`config.mk`:
```
export PLATFORM = sky130hd
export DESIGN_NAME = down_counter_6_load
export DESIGN_NICKNAME = d
export VERILOG_FILES = /design/src/rtl/sonar_timer_pkg.sv /design/src/rtl/tick_prescaler.sv /design/src/rtl/down_counter_6_load.sv
export SDC_FILE = /design/constraint.sdc
export NUM_CORES = 1
export LEC_CHECK = 0
export CAP_MARGIN = 20
export CORE_MARGIN = 4
export CORE_UTILIZATION = 50
export CTS_CLUSTER_DIAMETER = 120
export CTS_CLUSTER_SIZE = 40
export DETAILED_ROUTE_END_ITERATION = 10
export PLACE_DENSITY_LB_ADDON = 0.3
export SLEW_MARGIN = 20
export SYNTH_ARGS = -nofsm -noshare
export SYNTH_HDL_FRONTEND = slang
export SYNTH_HIERARCHICAL = 1
export SYNTH_SLANG_ARGS = --single-unit
```
`constraint.sdc`:
```
create_clock -name clk -period 3.4 [get_ports clk]
set_input_delay 0.68 -clock clk [delete_from_list [all_inputs] [get_ports clk]]
set_output_delay 0.68 -clock clk [all_outputs]
set_load 0.02 [all_outputs]
```
`src/rtl/sonar_timer_pkg.sv`:
```
// Shared types and defaults for the SONAR timing-chain counters.
package sonar_timer_pkg;

  typedef enum logic {
    IDLE = 1'b0,
    RUN  = 1'b1
  } state_t;

  localparam int COUNTER_W_DEFAULT = 6;
  localparam int PRESCALE_DEFAULT  = 4;

  // Keep the prescaler at least one bit wide so PRESCALE=1 still elaborates.
  function automatic int prescale_w(input int p);
    return (p > 1) ? $clog2(p) : 1;
  endfunction

endpackage

```
`src/rtl/tick_prescaler.sv`:
```
// Divides enabled cycles by PRESCALE; tick marks the last enabled cycle of each group.
module tick_prescaler
  import sonar_timer_pkg::*;
#(
  parameter int PRESCALE = PRESCALE_DEFAULT
) (
  input  logic clk,
  input  logic resetn,
  input  logic clear,
  input  logic enable,
  output logic tick
);

  localparam int PW = prescale_w(PRESCALE);
  localparam logic [PW-1:0] LAST = PW'(PRESCALE - 1);

  logic [PW-1:0] cnt;

  always_ff @(posedge clk) begin
    if (!resetn || clear) begin
      cnt <= '0;
    end else if (enable) begin
      cnt <= (cnt == LAST) ? '0 : cnt + PW'(1);
    end
  end

  assign tick = enable && (cnt == LAST);

endmodule

```
`src/rtl/down_counter_6_load.sv`:
```
// Loadable down-counter / countdown timer, one-shot or periodic.
// Optional prescaler compiled in with DOWN_COUNTER_6_PRESCALE_EN.
module down_counter_6_load
  import sonar_timer_pkg::*;
#(
  parameter int WIDTH    = COUNTER_W_DEFAULT,
  parameter int PRESCALE = PRESCALE_DEFAULT
) (
  input  logic             clk,
  input  logic             resetn,
  input  logic             enable,
  input  logic             load,
  input  logic [WIDTH-1:0] load_value,
  input  logic             auto_reload,
  input  logic             stop,
  output logic [WIDTH-1:0] q,
  output logic             busy,
  output logic             done
);

  state_t           state;
  logic [WIDTH-1:0] reload;
  logic             periodic;
  logic             run_en;
  logic             tick;

  assign run_en = (state == RUN) && enable;

`ifdef DOWN_COUNTER_6_PRESCALE_EN
  logic pre_clear;

  // Terminal one-shot entry to IDLE needs no clear: the prescaler wraps to 0 on that tick.
  assign pre_clear = load || (stop && (state == RUN));

  tick_prescaler #(
    .PRESCALE(PRESCALE)
  ) u_tick_prescaler (
    .clk   (clk),
    .resetn(resetn),
    .clear (pre_clear),
    .enable(run_en),
    .tick  (tick)
  );
`else
  logic unused_prescale;
  assign unused_prescale = ^PRESCALE;
  assign tick = run_en;
`endif

  always_ff @(posedge clk) begin
    if (!resetn) begin
      state    <= IDLE;
      q        <= '0;
      reload   <= '0;
      periodic <= 1'b0;
      done     <= 1'b0;
    end else begin
      done <= 1'b0;
      if (load) begin
        q      <= load_value;
        reload <= load_value;
        if (load_value == '0) begin
          state    <= IDLE;
          periodic <= 1'b0;
          done     <= 1'b1;
        end else begin
          state    <= RUN;
          periodic <= auto_reload;
        end
      end else if (stop && (state == RUN)) begin
        state <= IDLE;
      end else if (tick) begin
        if (q == WIDTH'(1)) begin
          done <= 1'b1;
          if (periodic) begin
            q <= reload;
          end else begin
            q     <= '0;
            state <= IDLE;
          end
        end else begin
          q <= q - WIDTH'(1);
        end
      end
    end
  end

  assign busy = (state == RUN);

endmodule

```
# Word-level counts from Yosys, hierarchy flattened
# Cells that the tools add are included.
# Widths: inputs -> output; s select.
[word_totals] input_bits=12 word_cells=34 output_inout_bits=8 register_bits=15
[op_classes] add_sub_neg=1 muxes=17 n_eq_ne=3 n_reduce_logical=8
[op_table] operator="$mux 6" n=5
[op_table] operator="$mux 1" n=12
[op_table] operator="$eq 6x1->1 const B" n=1
[op_table] operator="$logic_not 6->1" n=1
[op_table] operator="$reduce_bool 3->1" n=2
[op_table] operator="$sub 6x1->6 const B" n=1
[op_table] operator="$ne 3x2->1 const B" n=1
[op_table] operator="$reduce_and 3->1" n=1
[op_table] operator="$logic_and 1x1->1" n=2
[op_table] operator="$ne 2x2->1 const B" n=1
[op_table] operator="$reduce_and 2->1" n=1
[op_table] operator="$reduce_bool 2->1" n=1

# Logic depth before layout (Yosys ltp)
# Gate-level depths: netlist (run 1).
[depth] depth_word=5 mapped_depth=7 depth_no_buf=6

# Worst setup path after synthesis (run 1)
# No wires, ideal clock.
[synth_timing] path_kind="register to register" from="register q[1]" to="register q[5]" setup_slack_ns=1.801 n_path_buf=1 setup_ns=0.119 t_arrival_ns=1.481 period_less_slack_ns=1.599 required_ns=3.281 path_stages_with_launch=8 path_cell_list="dfxtp_1 inv_1 ha_1 buf_6 and3_1 o21ai_0 a21oi_1 o221a_2"
[synth_between] elab_chain_len=5 elab_cells_between_ends=6 cone_classes="add/sub: 1; eq/ne: 1; mux: 4"
[synth_rtl] item="from (decl)" line_no="down_counter_6_load.sv:16" source="output logic [WIDTH-1:0] q,"
[synth_rtl] item="from (signal assigned)" line_no="down_counter_6_load.sv:60" source="q <= load_value;"
[synth_rtl] item="from (signal assigned)" line_no="down_counter_6_load.sv:76" source="q <= reload;"
[synth_rtl] item="from (signal assigned)" line_no="down_counter_6_load.sv:82" source="q <= q - WIDTH'(1);"
[synth_rtl] item="$sub 6x1->6 or $eq 6x1->1 (tied branches)" line_no="down_counter_6_load.sv:82, down_counter_6_load.sv:73"
[synth_rtl] item="$mux 6 (*)" line_no="down_counter_6_load.sv:73" source="if (q == WIDTH'(1)) begin"
[synth_rtl] item="$mux 6 (*)" line_no="down_counter_6_load.sv:72" source="end else if (tick) begin"
[synth_rtl] item="$mux 6 (*)" line_no="down_counter_6_load.sv:70" source="end else if (stop && (state == RUN)) begin"
[synth_rtl] item="$mux 6 (*)" line_no="down_counter_6_load.sv:59" source="if (load) begin"
# Every way passes the cells marked *; elsewhere a longest branch is shown, timed or not. The select of a mux whose other input is x is not followed.
# A chain may end at the register's enable or synchronous reset.

# Final worst setup path (run 1)
[layout_timing] from="input load" to="register q[4]"
[layout_between] elab_chain_len=2 elab_cells_between_ends=4 cone_classes="eq/ne: 1; mux: 1; reduce/logical: 2"
[layout_rtl] item="from (decl)" line_no="down_counter_6_load.sv:12" source="input logic load,"
[layout_rtl] item="$ne 2x2->1 (no source line) or $reduce_bool 2->1 (tied branches)"
[layout_rtl] item="$reduce_and 2->1 (no source line)"
# Several ways; a longest one is shown, not always the timed one.

==> metrics.md, run 1 <==
| Metric | Value |
|---|---|
| Hold Path Class | reg -> reg |
| Port buffer count | 19 |
| Syn Std Cell Area | 797 sq um |
| Initial Util | 52.9% |
| CP cell instances | clkdlybuf4s50_1 -> nor4bb_1 -> buf_4 -> or2_1 -> o221ai_1 -> a31oi_1 |
| Status | finished clean |
| Post-DP HPWL | 1460 um |
| CTS buffer count | 3 |
| CP max FO | 16 |
| Post-synthesis mux area share | 6.28% |
| Placeable Area | 0.00151 sq mm |
| Wire length of the first global-routing pass | 3150 um |
| Antenna cells | 0 |
| Via count | 795 |
| Antenna-violating nets left | 0 |
| Clock Path Buffers | 2 |
| Final Max Slew Viols | 0 |
| Clock sinks | 15 |
| Worst-Margin Slew | 634 ps |
| Synthesized instance count | 91 |
| Max VDD drop | 229 uV |
| First DRT Iteration DRCs | 37 |
| Yosys warns | 6 |
| WL final | 1970 um |
| Pin count of the biggest net entering global routing | 17 |
| Slew margin rel. | 57.6% |
| Syn Area/Cell | 8.76 sq um |
| CTS tree | built |
| Global Route Usage Sum | 19.5% |
| Skew-Pair Late Insertion Delay | 290 ps |
| Routed WL per cell | 15.4 um |
| Post-synth EDFFs | 0 |
| Post-route setup TNS | 0 ps |
| Pwr/cell area | 392 mW/mm^2 |
| Root cell of the clock tree | clkbuf_4 |
| Crit-path max cell delay | 740 ps |
| Prevailing post-synth register cell | dfxtp_1 |
| Vias in the first global route | 722 |
| Design Power | 399 uW |
| Simple-Gate Fraction of Synth Area | 24.8% |
| Die Footprint | 0.00230 sq mm |
| Xor/xnor share of the synthesized area | 3.30% |
| Slowest cell on the critical path | clkdlybuf4s50_1 |
| P&R area growth vs syn | 27.6% |
| # setup viols final | 0 |
| Setup Buffers After CTS | 0 |
| Type of the worst setup path | in -> reg |
| DRC Markers | 0 |
| Fin nets | 127 |
| Synth cell types | 34 |
| CP arrival | 2490 ps |
| Initial antenna violation count | 0 |
| Cts hold-fix bufs | 0 |
| Synthesized flop and latch total | 15 |
| DR pass1 iterations | 4 |
| Hold Slack | 507 ps |
| PostCTS Resize Cnt | 0 |
| Net count after synthesis | 105 |
| Lkg Pwr | 0.397 nW |
| H-tree depth | 1 |
| IO Count | 20 |
| Die width | 47.9 um |
| Fin. Hold Viols | 0 |
| Congestion Overflow GR | 0 |
| Required time worst endpoint | 3610 ps |
| Main combinational cell family by area after synthesis | simple AND/OR/NAND/NOR gates |
| Achievable Freq | 0.439 GHz |
| Synth Area in Compound Gates | 19.5% |
| Seq/Total Area, Yosys | 37.7% |
| RePlAce Congestion | 0.832 |
| # rows | 14 |
| Clk_skew | 2.36 ps |
| Critical path capture point type | flip-flop |
| Post-route minimum period | 2280 ps |
| Adder-cell area share of the yosys netlist | 3.14% |
| Fraction of registers with async set/reset | 0% |
| Layout cell share with drive strength beyond 1 | 7.14% |
| Via density | 6.21 |
| Unrepaired setup endpoints after global routing | false |
| Period utilization | 66.9% |
| Largest delay share family, worst path | buffers and inverters |
| CTS clk-pin slew, worst paths | 80 ps |
| Max Cap Violations | 0 |
| CP Launch Type | primary input |
| Buf+Inv Stages, Crit Path | 2 |
| Die Y | 47.9 um |
power by group:
group / internal [mW] / total (mW) / leakage (nW) / switching, mW
combinational: 0.0482 / 0.0963 / 0.258 / 0.0481
clock: 0.0456 / 0.102 / 0.0150 / 0.0567
sequential: 0.187 / 0.200 / 0.124 / 0.0137
total: 0.280 / 0.399 / 0.397 / 0.118
flip-flops by register name (all words and copies together), names as in the netlist:
| name | flops |
|---|---|
| q | 6 |
| reload | 6 |
| done | 1 |
| busy | 1 |
| periodic | 1 |
cell families after synthesis:
group,Yosys count
mux,5
buf+inv,8
xor+xnor,3
compound gates,24
simple gates,34
fa+ha+maj,2
flops,15
worst register-to-register path: stages, from the launching register on:
cell	delay [ps]
dfxtp_1	410
inv_1	100
ha_1	300
and3_1	230
o21ai_0	160
a21oi_1	90
o221a_2	230
synthesized netlist by cell type (2+ instances only):
| master | count | share of area (%) |
|---|---|---|
| mux2i_1 | 5 | 6.3 |
| o221ai_1 | 2 | 2.2 |
| o21ai_0 | 3 | 1.9 |
| o22ai_1 | 2 | 1.6 |
| dfxtp_1 | 15 | 38 |
| nand2_1 | 7 | 3.3 |
| ha_1 | 2 | 3.1 |
| a31oi_1 | 6 | 4.7 |
| nor2_1 | 8 | 3.8 |
| a22oi_1 | 2 | 1.9 |
| nand3_1 | 4 | 2.5 |
| xor2_1 | 2 | 2.2 |
| a21oi_1 | 6 | 3.8 |
| inv_1 | 4 | 1.9 |
| nand4b_1 | 2 | 2.2 |
| nor3_1 | 3 | 1.9 |
placed cells by master, fill, tap and decap left out, types with 2 or more instances in the layout:
| cell | synthesis | final |
|---|---|---|
| clkdlybuf4s50_1 | 0 | 19 |
| dfxtp_1 | 15 | 15 |
| nor2_1 | 8 | 8 |
| nand2_1 | 7 | 7 |
| a21oi_1 | 6 | 6 |
| a31oi_1 | 6 | 6 |
| mux2i_1 | 5 | 5 |
| inv_1 | 4 | 4 |
| nand3_1 | 4 | 4 |
| nor3_1 | 3 | 3 |
| o21ai_0 | 3 | 3 |
| clkbuf_4 | 0 | 3 |
| a22oi_1 | 2 | 2 |
| o22ai_1 | 2 | 2 |
| xor2_1 | 2 | 2 |
| o221ai_1 | 2 | 2 |
| nand4b_1 | 2 | 2 |
| ha_1 | 2 | 2 |
final timing paths:
kind	start	endpoint	slack [ps]	cells past startpoint
min	busy	busy	510	2
max reg2reg	q[1]	q[5]	1770	6
min reg2reg	busy	busy	510	2
max	load	q[4]	1120	6
metrics by stage:
| step | area, sq um | instances | utilization, % | setup slack (ps) |
|---|---|---|---|---|
| 4_1_cts | 1020 | 128 | 67.5 | 1140 |
| 6_report | 1020 | 128 | 67.5 | 1120 |
| 2_1_floorplan | 797 | 91 | - | 1800 |
| 5_1_grt | 1020 | 128 | 67.5 | 987 |
| 3_3_place_gp | 991 | 124 | 65.8 | 928 |
| 3_5_place_dp | 991 | 124 | 65.8 | 840 |
routing by layer:
metal	vias up	global-route usage (%)	wire, um
li1	380	-	-
met1	370	25.0	843
met2	37	31.1	948
met3	8	3.38	125
met4	0	9.68	53
met5	-	0	0
layout make-up:
type | count | area (sq um)
fillers | 141 | 489
multi-input cells | 68 | 454
flip-flops and latches | 15 | 300
repair buffers | 20 | 198
clock buffers | 4 | 26.3
well taps | 16 | 20.0
inverters | 5 | 18.8
(Power assumes the default switching activity.)
==> inputs of run 2 (changes only) <==
- CORE_UTILIZATION: 50 -> 42
- clock period: 3.4 -> 1.9 ns (I/O delays scaled with it)
==> metrics.md, run 2 (synthesis results as in run 1) <==
| Metric | Value |
|---|---|
| Required time worst endpoint | 1520 ps (-2090 ps) |
| Worst-Margin Slew | 478 ps (-156 ps) |
| Antenna cells | 0 (unchanged) |
| Die width | 51.6 um (+7.6%) |
| Top flop regs | q: 6 flops, reload: 6 flops |
| Initial Util | 45.2% (-7.7 points) |
| IO Count | 20 (unchanged) |
| Most frequent cells in the layout | clkdlybuf4s50_1 (18), dfxtp_1 (14), nor2_1 (8), nand2_1 (7) |
| Setup crit start | q[4] |
| # rows | 15 (+1) |
| PostCTS Resize Cnt | 0 (unchanged) |
| Clock power frac | 26.1% (+0.4 points) |
| Final Max Slew Viols | 0 (unchanged) |
| WL final | 1950 um (-0.86%) |
| Combinational fraction of design power | 24.0% (about the same) |
| Buf+Inv Stages, Crit Path | 1 (-1) |
| Status | finished clean |
| Reg2Reg Launch Point | q[1] |
| CP arrival | 1430 ps (-1060 ps) |
| Post-route setup TNS | 0 ps (unchanged) |
| Crit-path max cell delay | 660 ps (-80 ps) |
| P&R area growth vs syn | 30.5% |
| Placeable Area | 0.00176 sq mm (+17%) |
| Storage element area | 302 sq um (+0.42%) |
| CP Launch Type | flip-flop |
| Fin nets | 128 (+0.79%) |
| Die Y | 51.6 um (+7.6%) |
| Routed WL per cell | 14.2 um (-8.0%) |
| Period utilization | 95.3% |
| Sw Ratio | 30.0% (+0.32 points) |
| Seq pwr share | 49.9% (-0.3 points) |
| Slowest cell on the critical path | clkdlybuf4s50_1 |
| Lkg Pwr | 0.416 nW (+4.8%) |
| CP max FO | 5 (-11) |
| Slew margin rel. | 67.9% (+10 points) |
| Global Route Usage Sum | 16.0% (-3.4 points) |
| Max VDD drop | 449 uV (+96%) |
| CP cell instances | clkdlybuf4s50_1 |
| Wire length of the first global-routing pass | 3220 um (+2.2%) |
| Post-DP HPWL | 1500 um (+2.4%) |
| Via density | 5.55 (-11%) |
| H-tree depth | 1 (unchanged) |
| Skew-Pair Late Insertion Delay | 290 ps (about the same) |
| Cts hold-fix bufs | 0 (unchanged) |
| Fin. Hold Viols | 0 (unchanged) |
| Leading cell type in the layout, fill and taps excluded | clkdlybuf4s50_1 |
| Critical path capture point type | output pin |
| Non-Filler Instances | 138 (+7.8%) |
| DR pass1 iterations | 4 (unchanged) |
| Reg2Reg Depth | 6 (unchanged) |
| CTS tree | built |
| Fin area | 0.00104 sq mm (+2.2%) |
| Area post-placement | 0.00101 sq mm (+1.9%) |
| Reg-to-reg slack, setup | 320 ps (-1450 ps) |
| # setup viols final | 0 (unchanged) |
| Hold Path Class | reg -> reg |
| Setup Buffers After CTS | 0 (unchanged) |
| Hold Slack | 501 ps (-5.94 ps) |
| Inst Count DP | 134 (+8.1%) |
| Initial antenna violation count | 0 (unchanged) |
| Clk_skew | 11.1 ps (+8.72 ps) |
| CTS buffer count | 3 (unchanged) |
| CP Depth | 1 (-5) |
| Multi-input gate area | 454 sq um (unchanged) |
| Worst Setup EP | q[4] |
| First DRT Iteration DRCs | 10 (-73%) |
| Filler cell count | 176 (+25%) |
| Post-route minimum period | 1810 ps |
| Layout cell share with drive strength beyond 1 | 8.85% (+1.7 points) |
| Antenna-violating nets left | 0 (unchanged) |
| Clock sinks | 15 (unchanged) |
| Final Util | 58.9% (-8.6 points) |
| Largest delay share family, worst path | buffers and inverters |
| Pin count of the biggest net entering global routing | 16 (-1) |
| Congestion Overflow GR | 0 (unchanged) |
| Reg-to-reg endpoint | q[5] |
| CTS clk-pin slew, worst paths | 90 ps (about the same) |
| Int Pwr | 503 uW (+79%) |
| Unrepaired setup endpoints after global routing | false |
| Via count | 766 (-3.6%) |
| Port buffer count | 19 (unchanged) |
| RePlAce Congestion | 0.870 (+4.6%) |
| NetSw | 216 uW (+82%) |
| Pwr/cell area | 691 mW/mm^2 (+76%) |
| Clock Path Buffers | 2 (unchanged) |
| Vias in the first global route | 683 (-5.4%) |
| Achievable Freq | 0.552 GHz |
| DRC Markers | 0 (unchanged) |
| Die Footprint | 0.00266 sq mm (+16%) |
| Max Cap Violations | 0 (unchanged) |
| Root cell of the clock tree | clkbuf_4 |
| Type of the worst setup path | reg -> out |
## run 2: changes by cell type in the layout (fill, tap and decap cells not counted)
cell,delta
clkdlybuf4s50_1,-1
dfxtp_1,-1
dlymetal6s2s_1,+1
dfxtp_2,+1
buf_4,+1
## run 2: final cells by class
class / count / area share (%)
Clock buffer: 4 / 2.53
Inverter: 5 / 1.81
Multi-Input combinational cell: 68 / 43.7
Sequential cell: 15 / 29.0
Tap cell: 25 / 3.01
Timing Repair Buffer: 21 / 20.0
## run 2: layer usage
metal / track usage, % / share of wire (%) / wire [um]
met1: 20.5 / 45 / 876
met4: 3.93 / 0.67 / 13
met3: 4.58 / 7.1 / 139
met5: 0 / 0 / 0
met2: 26.5 / 47 / 923
## run 2: power by group through the flow
stage	clock (mW)	sequential, mW	combinational, mW
finish	0.188	0.358	0.172
global route	0.205	0.362	0.188
CTS	0.189	0.358	0.173
detailed placement	0	0.365	0.172
global placement	0	0.365	0.169
floorplan	0	0.374	0.0907
## run 2: how the worst min path moves through the flow
stage / startpoint / end / slack, ps / cells past startpoint
detailed placement: reload[5] / reload[5] / 480 / 2
global placement: reload[3] / reload[3] / 470 / 2
global route: reload[3] / q[3] / 530 / 2
floorplan: reload[5] / reload[5] / 450 / 2
CTS: reload[5] / reload[5] / 500 / 2
finish: reload[3] / q[3] / 500 / 2
## run 2: stage by stage
step | worst slack, ps | total power [mW]
after CTS | 40.6 | 0.721
after global routing | 44.2 | 0.756
after global placement | 111 | 0.534
after floorplan | 301 | 0.465
final | 88.9 | 0.719
after detailed placement | 57.8 | 0.537
